### config.mk
export PLATFORM = sky130hd
export DESIGN_NAME = alu_seq_ctrl
export DESIGN_NICKNAME = d
export VERILOG_FILES = /design/src/rtl/alu_pkg.sv /design/src/rtl/btn_edge.sv /design/src/rtl/alu_seq_ctrl.sv
export SDC_FILE = /design/constraint.sdc
export NUM_CORES = 1
export LEC_CHECK = 0
export CAP_MARGIN = 10
export CELL_PAD_IN_SITES_DETAIL_PLACEMENT = 1
export CELL_PAD_IN_SITES_GLOBAL_PLACEMENT = 1
export CORE_MARGIN = 2
export CORE_UTILIZATION = 36
export CTS_CLUSTER_DIAMETER = 100
export CTS_CLUSTER_SIZE = 28
export DETAILED_ROUTE_END_ITERATION = 10
export GPL_TIMING_DRIVEN = 0
export PLACE_DENSITY_LB_ADDON = 0.3
export SLEW_MARGIN = 10
export SYNTH_ARGS = -nofsm -noshare
export SYNTH_HDL_FRONTEND = slang
export SYNTH_HIERARCHICAL = 1
export SYNTH_SLANG_ARGS = --single-unit
### constraint.sdc
create_clock -name clk -period 1.7 [get_ports clk]
set_input_delay 0.17 -clock clk [delete_from_list [all_inputs] [get_ports clk]]
set_output_delay 0.17 -clock clk [all_outputs]
set_load 0.02 [all_outputs]
### src/rtl/alu_pkg.sv
// Shared types for the front-panel ALU sequencer: op codes, FSM states,
// and the one-hot button decoder.
package alu_pkg;

  typedef enum logic [2:0] {
    OP_NOP = 3'd0,
    OP_ADD = 3'd1,
    OP_AND = 3'd2,
    OP_OR  = 3'd3,
    OP_SUB = 3'd4
  } op_t;

  typedef enum logic [2:0] {
    S_LOAD_A = 3'd0,
    S_LOAD_B = 3'd1,
    S_SEL_OP = 3'd2,
    S_EXEC   = 3'd3,
    S_SHOW   = 3'd4
  } state_t;

  // True when exactly one of the four op buttons is held
  function automatic logic is_onehot4(input logic [3:0] v);
    return (v != 4'd0) && ((v & (v - 4'd1)) == 4'd0);
  endfunction

  // Map a one-hot op button vector to its op code; anything else is OP_NOP
  function automatic op_t btns_to_op(input logic [3:0] v);
    case (v)
      4'b0001: return OP_ADD;
      4'b0010: return OP_AND;
      4'b0100: return OP_OR;
      4'b1000: return OP_SUB;
      default: return OP_NOP;
    endcase
  endfunction

endpackage

### src/rtl/btn_edge.sv
// Two-flop synchronizer plus rising-edge pulse generator for N raw buttons.
// Edges are suppressed until the synchronizer has refilled after reset, so a
// button held through reset never produces a pulse.
module btn_edge #(
  parameter int unsigned N = 1
) (
  input  logic         clk,
  input  logic         reset_n,
  input  logic [N-1:0] i_raw,
  output logic [N-1:0] o_level,
  output logic [N-1:0] o_pulse
);

  logic [N-1:0] r_sync1;
  logic [N-1:0] r_sync2;
  logic [N-1:0] r_prev;
  logic [2:0]   r_arm;

  // Synchronize raw levels, remember previous level, count settle cycles
  always_ff @(posedge clk or negedge reset_n) begin
    if (!reset_n) begin
      r_sync1 <= '0;
      r_sync2 <= '0;
      r_prev  <= '0;
      r_arm   <= '0;
    end else begin
      r_sync1 <= i_raw;
      r_sync2 <= r_sync1;
      r_prev  <= r_sync2;
      r_arm   <= {r_arm[1:0], 1'b1};
    end
  end

  // r_prev only holds a real sampled level once r_arm[2] is set
  assign o_level = r_sync2;
  assign o_pulse = r_sync2 & ~r_prev & {N{r_arm[2]}};

endmodule

### src/rtl/alu_seq_ctrl.sv
// Front-panel sequencer: load A, load B, pick an op, run the ALU for
// ALU_LAT cycles, then hold the captured result for display.
module alu_seq_ctrl
  import alu_pkg::*;
#(
  parameter int unsigned WIDTH   = 8,
  parameter int unsigned ALU_LAT = 1
) (
  input  logic             clk,
  input  logic             reset_n,
  input  logic [WIDTH-1:0] sw,
  input  logic             btn_enter,
  input  logic [3:0]       btns,
  input  logic [WIDTH-1:0] alu_result,
  output logic [WIDTH-1:0] op_a,
  output logic [WIDTH-1:0] op_b,
  output logic [2:0]       alu_op,
  output logic [WIDTH-1:0] result,
  output logic             result_valid,
  output logic [WIDTH-1:0] display_val,
  output logic [2:0]       state_dbg
);

  localparam int unsigned    CW   = (ALU_LAT > 1) ? $clog2(ALU_LAT) : 1;
  localparam logic [CW-1:0]  LAST = CW'(ALU_LAT - 1);

  state_t           r_state;
  op_t              r_alu_op;
  logic [WIDTH-1:0] r_op_a;
  logic [WIDTH-1:0] r_op_b;
  logic [WIDTH-1:0] r_result;
  logic             r_valid;
  logic [CW-1:0]    r_cnt;
  logic [WIDTH-1:0] r_sw_s1;
  logic [WIDTH-1:0] r_sw_s2;

  logic [3:0]       w_btn_level;
  logic [3:0]       w_btn_pulse;
  logic [0:0]       w_enter_level;
  logic [0:0]       w_enter_pulse;
  logic             w_enter;
  logic             w_op_sel;
  op_t              w_op_code;

  btn_edge #(.N(4)) u_btns (
    .clk     (clk),
    .reset_n (reset_n),
    .i_raw   (btns),
    .o_level (w_btn_level),
    .o_pulse (w_btn_pulse)
  );

  btn_edge #(.N(1)) u_enter (
    .clk     (clk),
    .reset_n (reset_n),
    .i_raw   (btn_enter),
    .o_level (w_enter_level),
    .o_pulse (w_enter_pulse)
  );

  assign w_enter   = w_enter_pulse[0] & w_enter_level[0];
  assign w_op_sel  = (|w_btn_pulse) && is_onehot4(w_btn_level);
  assign w_op_code = btns_to_op(w_btn_level);

  // Two-flop synchronizer for the operand switches
  always_ff @(posedge clk or negedge reset_n) begin
    if (!reset_n) begin
      r_sw_s1 <= '0;
      r_sw_s2 <= '0;
    end else begin
      r_sw_s1 <= sw;
      r_sw_s2 <= r_sw_s1;
    end
  end

  // Sequencer FSM with registered operand/op/result outputs
  always_ff @(posedge clk or negedge reset_n) begin
    if (!reset_n) begin
      r_state  <= S_LOAD_A;
      r_op_a   <= '0;
      r_op_b   <= '0;
      r_alu_op <= OP_NOP;
      r_result <= '0;
      r_valid  <= 1'b0;
      r_cnt    <= '0;
    end else begin
      case (r_state)
        S_LOAD_A: begin
          if (w_enter) begin
            r_op_a  <= r_sw_s2;
            r_state <= S_LOAD_B;
          end
        end
        S_LOAD_B: begin
          if (w_enter) begin
            r_op_b  <= r_sw_s2;
            r_state <= S_SEL_OP;
          end
        end
        S_SEL_OP: begin
          if (w_op_sel) begin
            r_alu_op <= w_op_code;
            r_cnt    <= '0;
            r_state  <= S_EXEC;
          end
        end
        S_EXEC: begin
          if (r_cnt == LAST) begin
            r_result <= alu_result;
            r_valid  <= 1'b1;
            r_state  <= S_SHOW;
          end else begin
            r_cnt <= r_cnt + 1'b1;
          end
        end
        S_SHOW: begin
          if (w_op_sel) begin
            r_alu_op <= w_op_code;
            r_valid  <= 1'b0;
            r_cnt    <= '0;
            r_state  <= S_EXEC;
          end else if (w_enter) begin
            r_alu_op <= OP_NOP;
            r_valid  <= 1'b0;
            r_state  <= S_LOAD_A;
          end
        end
        default: r_state <= S_LOAD_A;
      endcase
    end
  end

  // Display source follows the step the user is on
  always_comb begin
    display_val = r_sw_s2;
    case (r_state)
      S_SEL_OP, S_EXEC: display_val = r_op_b;
      S_SHOW:           display_val = r_result;
      default:          display_val = r_sw_s2;
    endcase
  end

  assign op_a         = r_op_a;
  assign op_b         = r_op_b;
  assign alu_op       = r_alu_op;
  assign result       = r_result;
  assign result_valid = r_valid;
  assign state_dbg    = r_state;

endmodule

# ---- Word-level counts from Yosys, hierarchy flattened
# Index checks and enable logic that the tools add are counted.
dict set report totals {
  reg_bits 69
  in_bits 23
  out_inout_bits 39
  elab_cells 79
}
dict set report classes {
  n_addsub 2
  eq_ne 14
  mux 19
  bitwise 9
  reduce_logical 18
}
# operator count
set op_table {}
lappend op_table {{two-way mux 3 bit} 8}
lappend op_table {{one-hot mux 8 bit (2 select lines)} 1}
lappend op_table {{one-hot mux 3 bit (5 select lines)} 1}
lappend op_table {{bitwise AND 4 bit} 3}
lappend op_table {{one-hot mux 3 bit (4 select lines)} 1}
lappend op_table {{!= test 2 bit (second input constant)} 4}
lappend op_table {{AND reduction 2 bit} 4}
lappend op_table {{equality test 3 x 2 -> 1 bit (second input constant)} 2}
lappend op_table {{one-hot mux 3 bit (2 select lines)} 1}
lappend op_table {{AND reduction 3 bit} 2}
lappend op_table {{nonzero test 2 bit} 3}
lappend op_table {{two-way mux 1 bit} 5}
lappend op_table {{AND reduction 5 bit} 1}
lappend op_table {{equality test 4 x 1 -> 1 bit (second input constant)} 1}
lappend op_table {{equality test 4 x 2 -> 1 bit (second input constant)} 1}
lappend op_table {{equality test 4 x 3 -> 1 bit (second input constant)} 1}
lappend op_table {{equality test 4 bit (second input constant)} 1}
lappend op_table {{logical NOT 4 bit} 1}
lappend op_table {{inverter 4 bit} 1}
lappend op_table {{one-hot mux 1 bit (2 select lines)} 2}
lappend op_table {{nonzero test 4 bit} 1}
lappend op_table {{OR reduction 2 bit} 2}
lappend op_table {{OR reduction 4 bit} 1}
lappend op_table {{subtractor 4 x 1 -> 4 bit (second input constant)} 1}
lappend op_table {{9 further kinds} 13}

# ---- Longest topological paths before layout
dict set report depth {
  ltp_word 7
  ltp_mapped 6
  ltp_nobuf 6
}

# ---- Cells and area by module
# Netlist, hierarchy kept.
# module n_inst cells_per_inst area_each_um2 seq_area_each_um2
set by_module_without_submodules {}
lappend by_module_without_submodules {alu_seq_ctrl 1 148 2006.9 1176.1}
lappend by_module_without_submodules {{btn_edge at u_btns} 1 20 414.1 375.4}
lappend by_module_without_submodules {{btn_edge at u_enter} 1 8 162.7 150.1}

# ---- Worst setup path before layout
# OpenSTA, ideal clock, no wires.
dict set report synth_path {
  kind {register to register}
  start {register u_btns.r_sync2[1] (netlist: u_btns/o_level[1])}
  end {register r_alu_op[0] (netlist: alu_op[0])}
  setup_ns 0.125
  arrival_time_ns 1.722
  required_ns 1.575
  slack_ns -0.146
  path_stages_with_launch 6
  path_buffers 0
  synth_period_minus_slack_ns 1.846
  path_cell_list {dfrtp_1 > and3b_1 > or4_1 > nor3_1 > nor4_1 > mux2_2}
}
dict set report synth_via {
  word_cells_on_any_way 20
  cone_classes {add/sub (1); eq/ne (6); mux (4); bitwise (3); reduce/logical (6)}
}
# element line
set synth_lines {}
lappend synth_lines {{start: declaration} btn_edge.sv:15} ;# logic [N-1:0] r_sync2;
lappend synth_lines {{start signal: assignment} btn_edge.sv:28} ;# r_sync2 <= r_sync1;
lappend synth_lines {{bitwise AND 4 bit * (2 in series)} btn_edge.sv:36} ;# assign o_pulse = r_sync2 & ~r_prev & {N{r_arm[2]}};
lappend synth_lines {{net w_btn_pulse[1]} alu_seq_ctrl.sv:38} ;# logic [3:0] w_btn_pulse;
lappend synth_lines {{OR reduction 4 bit *} alu_seq_ctrl.sv:62} ;# assign w_op_sel = (|w_btn_pulse) && is_onehot4(w_btn_level);
lappend synth_lines {{logical AND 1 bit *} alu_seq_ctrl.sv:62}
lappend synth_lines {{!= test 3 bit (no source line), or another cell as far along} n/a}
lappend synth_lines {{AND reduction 3 bit (no source line) or one-hot mux 3 bit (2 select lines) (tied branches)} n/a}
lappend synth_lines {{end signal: assignment} alu_seq_ctrl.sv:102} ;# r_alu_op <= w_op_code;
lappend synth_lines {{end signal: assignment} alu_seq_ctrl.sv:118} ;# r_alu_op <= w_op_code;
lappend synth_lines {{end: declaration} alu_seq_ctrl.sv:28} ;# op_t r_alu_op;
# The timed path passes the listed nets; every way through them passes the cells marked *. The select of a mux whose other input is x is not followed.
# A chain may end at the register's enable or synchronous reset.

# ---- Final worst setup path
# Ends and elaborated chain as after synthesis.

==> results.py <==
metrics = {
    "outcome": {
        "status": "finished, violations left",
        "violations": "negative setup slack",
    },
    "synthesis": {
        "yosysTopAreaCell": "dfrtp_1",
        "synth-main-ff-cell": "dfrtp_1",
        "yosysWarnings": 6,
        "syn-num-nets": 199,
        "synth.most_common_cell": "dfrtp_1",
        "ys_ff_latch": 68,
        "postSynthAreaPerCell_sq_um": 14.7,
        "netlist_area_sq_mm": 0.00258,
        "synth_top_area_share": 0.659,
        "synthCells": 176,
        "synth_cell_type_count": 31,
        "synth_edf_count": 0,
        "synthArstFlopShare": 1.00,
        "synth_commonest_cells": "dfrtp_1 (68), mux2_2 (35), nand2_1 (9), mux2i_1 (8), o21ai_0 (8)",
        "synthTopCellsByArea": "dfrtp_1 (66%), mux2_2 (15%), mux2i_1 (3.1%), and3b_1 (1.7%), o21ai_0 (1.5%)",
        "yosysSeqAreaShare": 0.659,
    },
    "die": {
        "fp.coreArea_sq_mm": 0.00687,
        "io_pins": 62,
        "start_util": 0.376,
        "die_w_microns": 88.7,
        "die_y_microns": 88.7,
        "core.rowCount": 30,
        "die_area_sq_mm": 0.00787,
    },
    "route": {
        "avgViaCountPerCell": 4.76,
        "dr.first_iter.drc_count": 59,
        "drt_first_pass_iters": 4,
        "drc": 0,
        "routed_wirelength_mm": 6.84,
        "vias": 1807,
        "wl_per_cell_microns": 18.0,
        "antenna_left": 0,
    },
    "sta": {
        "setup_viol": 15,
        "skew_ns": 0.00865,
        "tns_ns": -2.11,
        "timing.fmax_mhz": 512,
        "holdWs_ns": 0.159,
        "period_share": 1.15,
        "rsz0062_at_grt": "true",
        "drv_slew": 0,
        "tightestPinTransition_ns": 0.495,
        "setup_slack_ns": -0.252,
        "final_hold_viol_count": 0,
        "period_minus_slack_ns": 1.95,
        "relSlewSlack": 0.667,
    },
    "pwr": {
        "vdd_drop_max_mv": 0.854,
        "p_leak_nw": 1.77,
        "p_total_mw": 6.27,
        "powerDensity_mw_per_mm2": 1590,
    },
    "setup_path": {
        "max_stage_delay_ns": 0.58,
        "cp_max_fo": 4,
        "slowest_stage": "or4_4",
        "regToRegEndpoint": "alu_op[0]$_DFFE_PN0P_",
        "r2r_slack_ns": -0.25,
        "worstPathCellList": "and3b_1, or4_4, a21boi_4, o21ai_2, a21oi_4, mux2_4",
        "worstPathArrival_ns": 2.18,
        "rr_startpoint": "u_btns/o_level[1]$_DFF_PN0_",
        "cp-start-kind": "register",
        "r2r_cells": 6,
        "worstSetupPathType": "reg2reg",
        "cp_data_required_time_ns": 1.93,
        "cp-end-kind": "register",
    },
    "clocking": {
        "cts_sinks": 68,
        "cts_tree": "done",
        "path_clk_slew_ns": 0.07,
        "clk_path_buf_depth": 2,
        "cts_buffers": 9,
        "clk_latency_ns": 0.34,
        "h-tree-depth": 3,
        "ctsRootBufferMaster": "clkbuf_8",
    },
    "placement": {
        "dp.cells": 334,
        "dp_hpwl_mm": 3.85,
        "place_congestion": 0.753,
        "port_buffers": 61,
        "placed_cell_area_sq_mm": 0.00336,
    },
    "grt": {
        "global_route.usage.total": 0.182,
        "antenna_found_initial": 0,
        "grt-ovfl-total": 0,
        "grt_max_degree": 68,
        "first_global_vias": 2012,
        "grt_pass1_wl_mm": 10.3,
    },
    "finish": {
        "layout-drive-gt1-share": 0.426,
        "final_area_sq_mm": 0.00394,
        "diodes": 0,
        "instances_no_fill": 380,
        "syn_to_final_growth_pct": 52.4,
        "nNetsFinal": 302,
    },
    "flow_run": {
        "max-cap-violations": 0,
    },
    "hold_path": {
        "hold_path.class": "in2async",
    },
}
==> per-layer routing <==
| layer | wire length (microns) | GRT usage | up-vias |
|---|---|---|---|
| met5 | 0 | 0 | - |
| met4 | 187 | 0.0909 | 0 |
| met3 | 357 | 0.0504 | 14 |
| met2 | 3440 | 0.294 | 48 |
| met1 | 2850 | 0.223 | 919 |
| li1 | - | - | 826 |
==> sequential cells by signal (all words and copies together), names as in the netlist, 4 cells and up <==
name	flops
op_a	8
op_b	8
r_sw_s1	8
r_sw_s2	8
result	8
u_btns/o_level	4
u_btns/r_prev	4
u_btns/r_sync1	4
==> worst max path at each step <==
stage               slack [ns]  depth (start not counted)                   startpoint                     to
floorplan                -0.10                          6  u_btns/o_level[2]$_DFF_PN0_  alu_op[0]$_DFFE_PN0P_
global placement         -1.75                          1                      reset_n    op_a[7]$_DFFE_PN0P_
detailed placement       -0.82                          5     state_dbg[1]$_DFFE_PN0P_         display_val[5]
CTS                      -0.20                          7     state_dbg[0]$_DFFE_PN0P_         display_val[3]
global route             -0.30                          5  u_btns/o_level[3]$_DFF_PN0_  alu_op[1]$_DFFE_PN0P_
finish                   -0.25                          6  u_btns/o_level[1]$_DFF_PN0_  alu_op[0]$_DFFE_PN0P_
==> logic make-up (layout without fill, tap and decap cells) <==
logic type / count (synthesis) / after routing / share of synthesized area
multiplexers: 43 / 43 / 0.184
AO/OA/AOI/OAI: 19 / 19 / 0.0479
flip-flops: 68 / 68 / 0.659
XOR/XNOR: 3 / 3 / 0.0102
AND/OR/NAND/NOR: 34 / 34 / 0.0818
buffers and inverters: 7 / 115 / 0.0150
other: 2 / 2 / 0.00291
==> critical path, delay by kind of cell (launching register included) <==
| kind | cells | cell delay (ns) |
|---|---|---|
| DFF | 1 | 0.42 |
| AOI/OAI and AO/OA | 3 | 0.37 |
| muxes | 1 | 0.30 |
| and+or+nand+nor | 2 | 0.74 |
==> report_power, final <==
group	total [mW]	internal, mW	switching [mW]	leakage [nW]
clock	1.54	0.941	0.601	0.122
combinational	2.50	1.31	1.19	0.835
sequential	2.23	1.98	0.249	0.808
total	6.27	4.23	2.04	1.77
==> layout by cell type (no fill, tap or decap), drive strengths merged, types with 2 or more instances in the layout <==
cell type	count
mux2	35
a21oi	3
buf	45
bufinv	2
nand2	9
xnor2	3
o31ai	2
nand3	2
o21ai	10
and3b	5
nor2	4
conb	2
nand2b	3
dfrtp	68
nor3	2
nor4	3
mux2i	8
clkdlybuf4s50	49
clkinv	2
clkbuf	15
==> stage by stage <==
stage,worst slack (ns),util
after floorplan,-0.103,-
after global placement,-1.75,0.485
after detailed placement,-0.822,0.489
after CTS,-0.204,0.552
after global routing,-0.304,0.573
final,-0.252,0.573
==> final cells by class <==
type / count / area [sq um]
clock buffer: 12 / 165
buffer: 7 / 81.3
tap: 96 / 120
sequential: 68 / 1710
clock inverter: 4 / 70.1
fill: 698 / 2930
multi-input combinational: 101 / 931
timing repair buffer: 92 / 863
==> timing repair <==
action	in CTS	in global routing
gates resized for setup	68	14
buffers inserted	16	13
hold buffers	1	0
hold endpoints to repair	68	0
setup endpoints to repair	39	24
pin swaps	6	7
No activity file was read; power rests on OpenSTA's default activity.
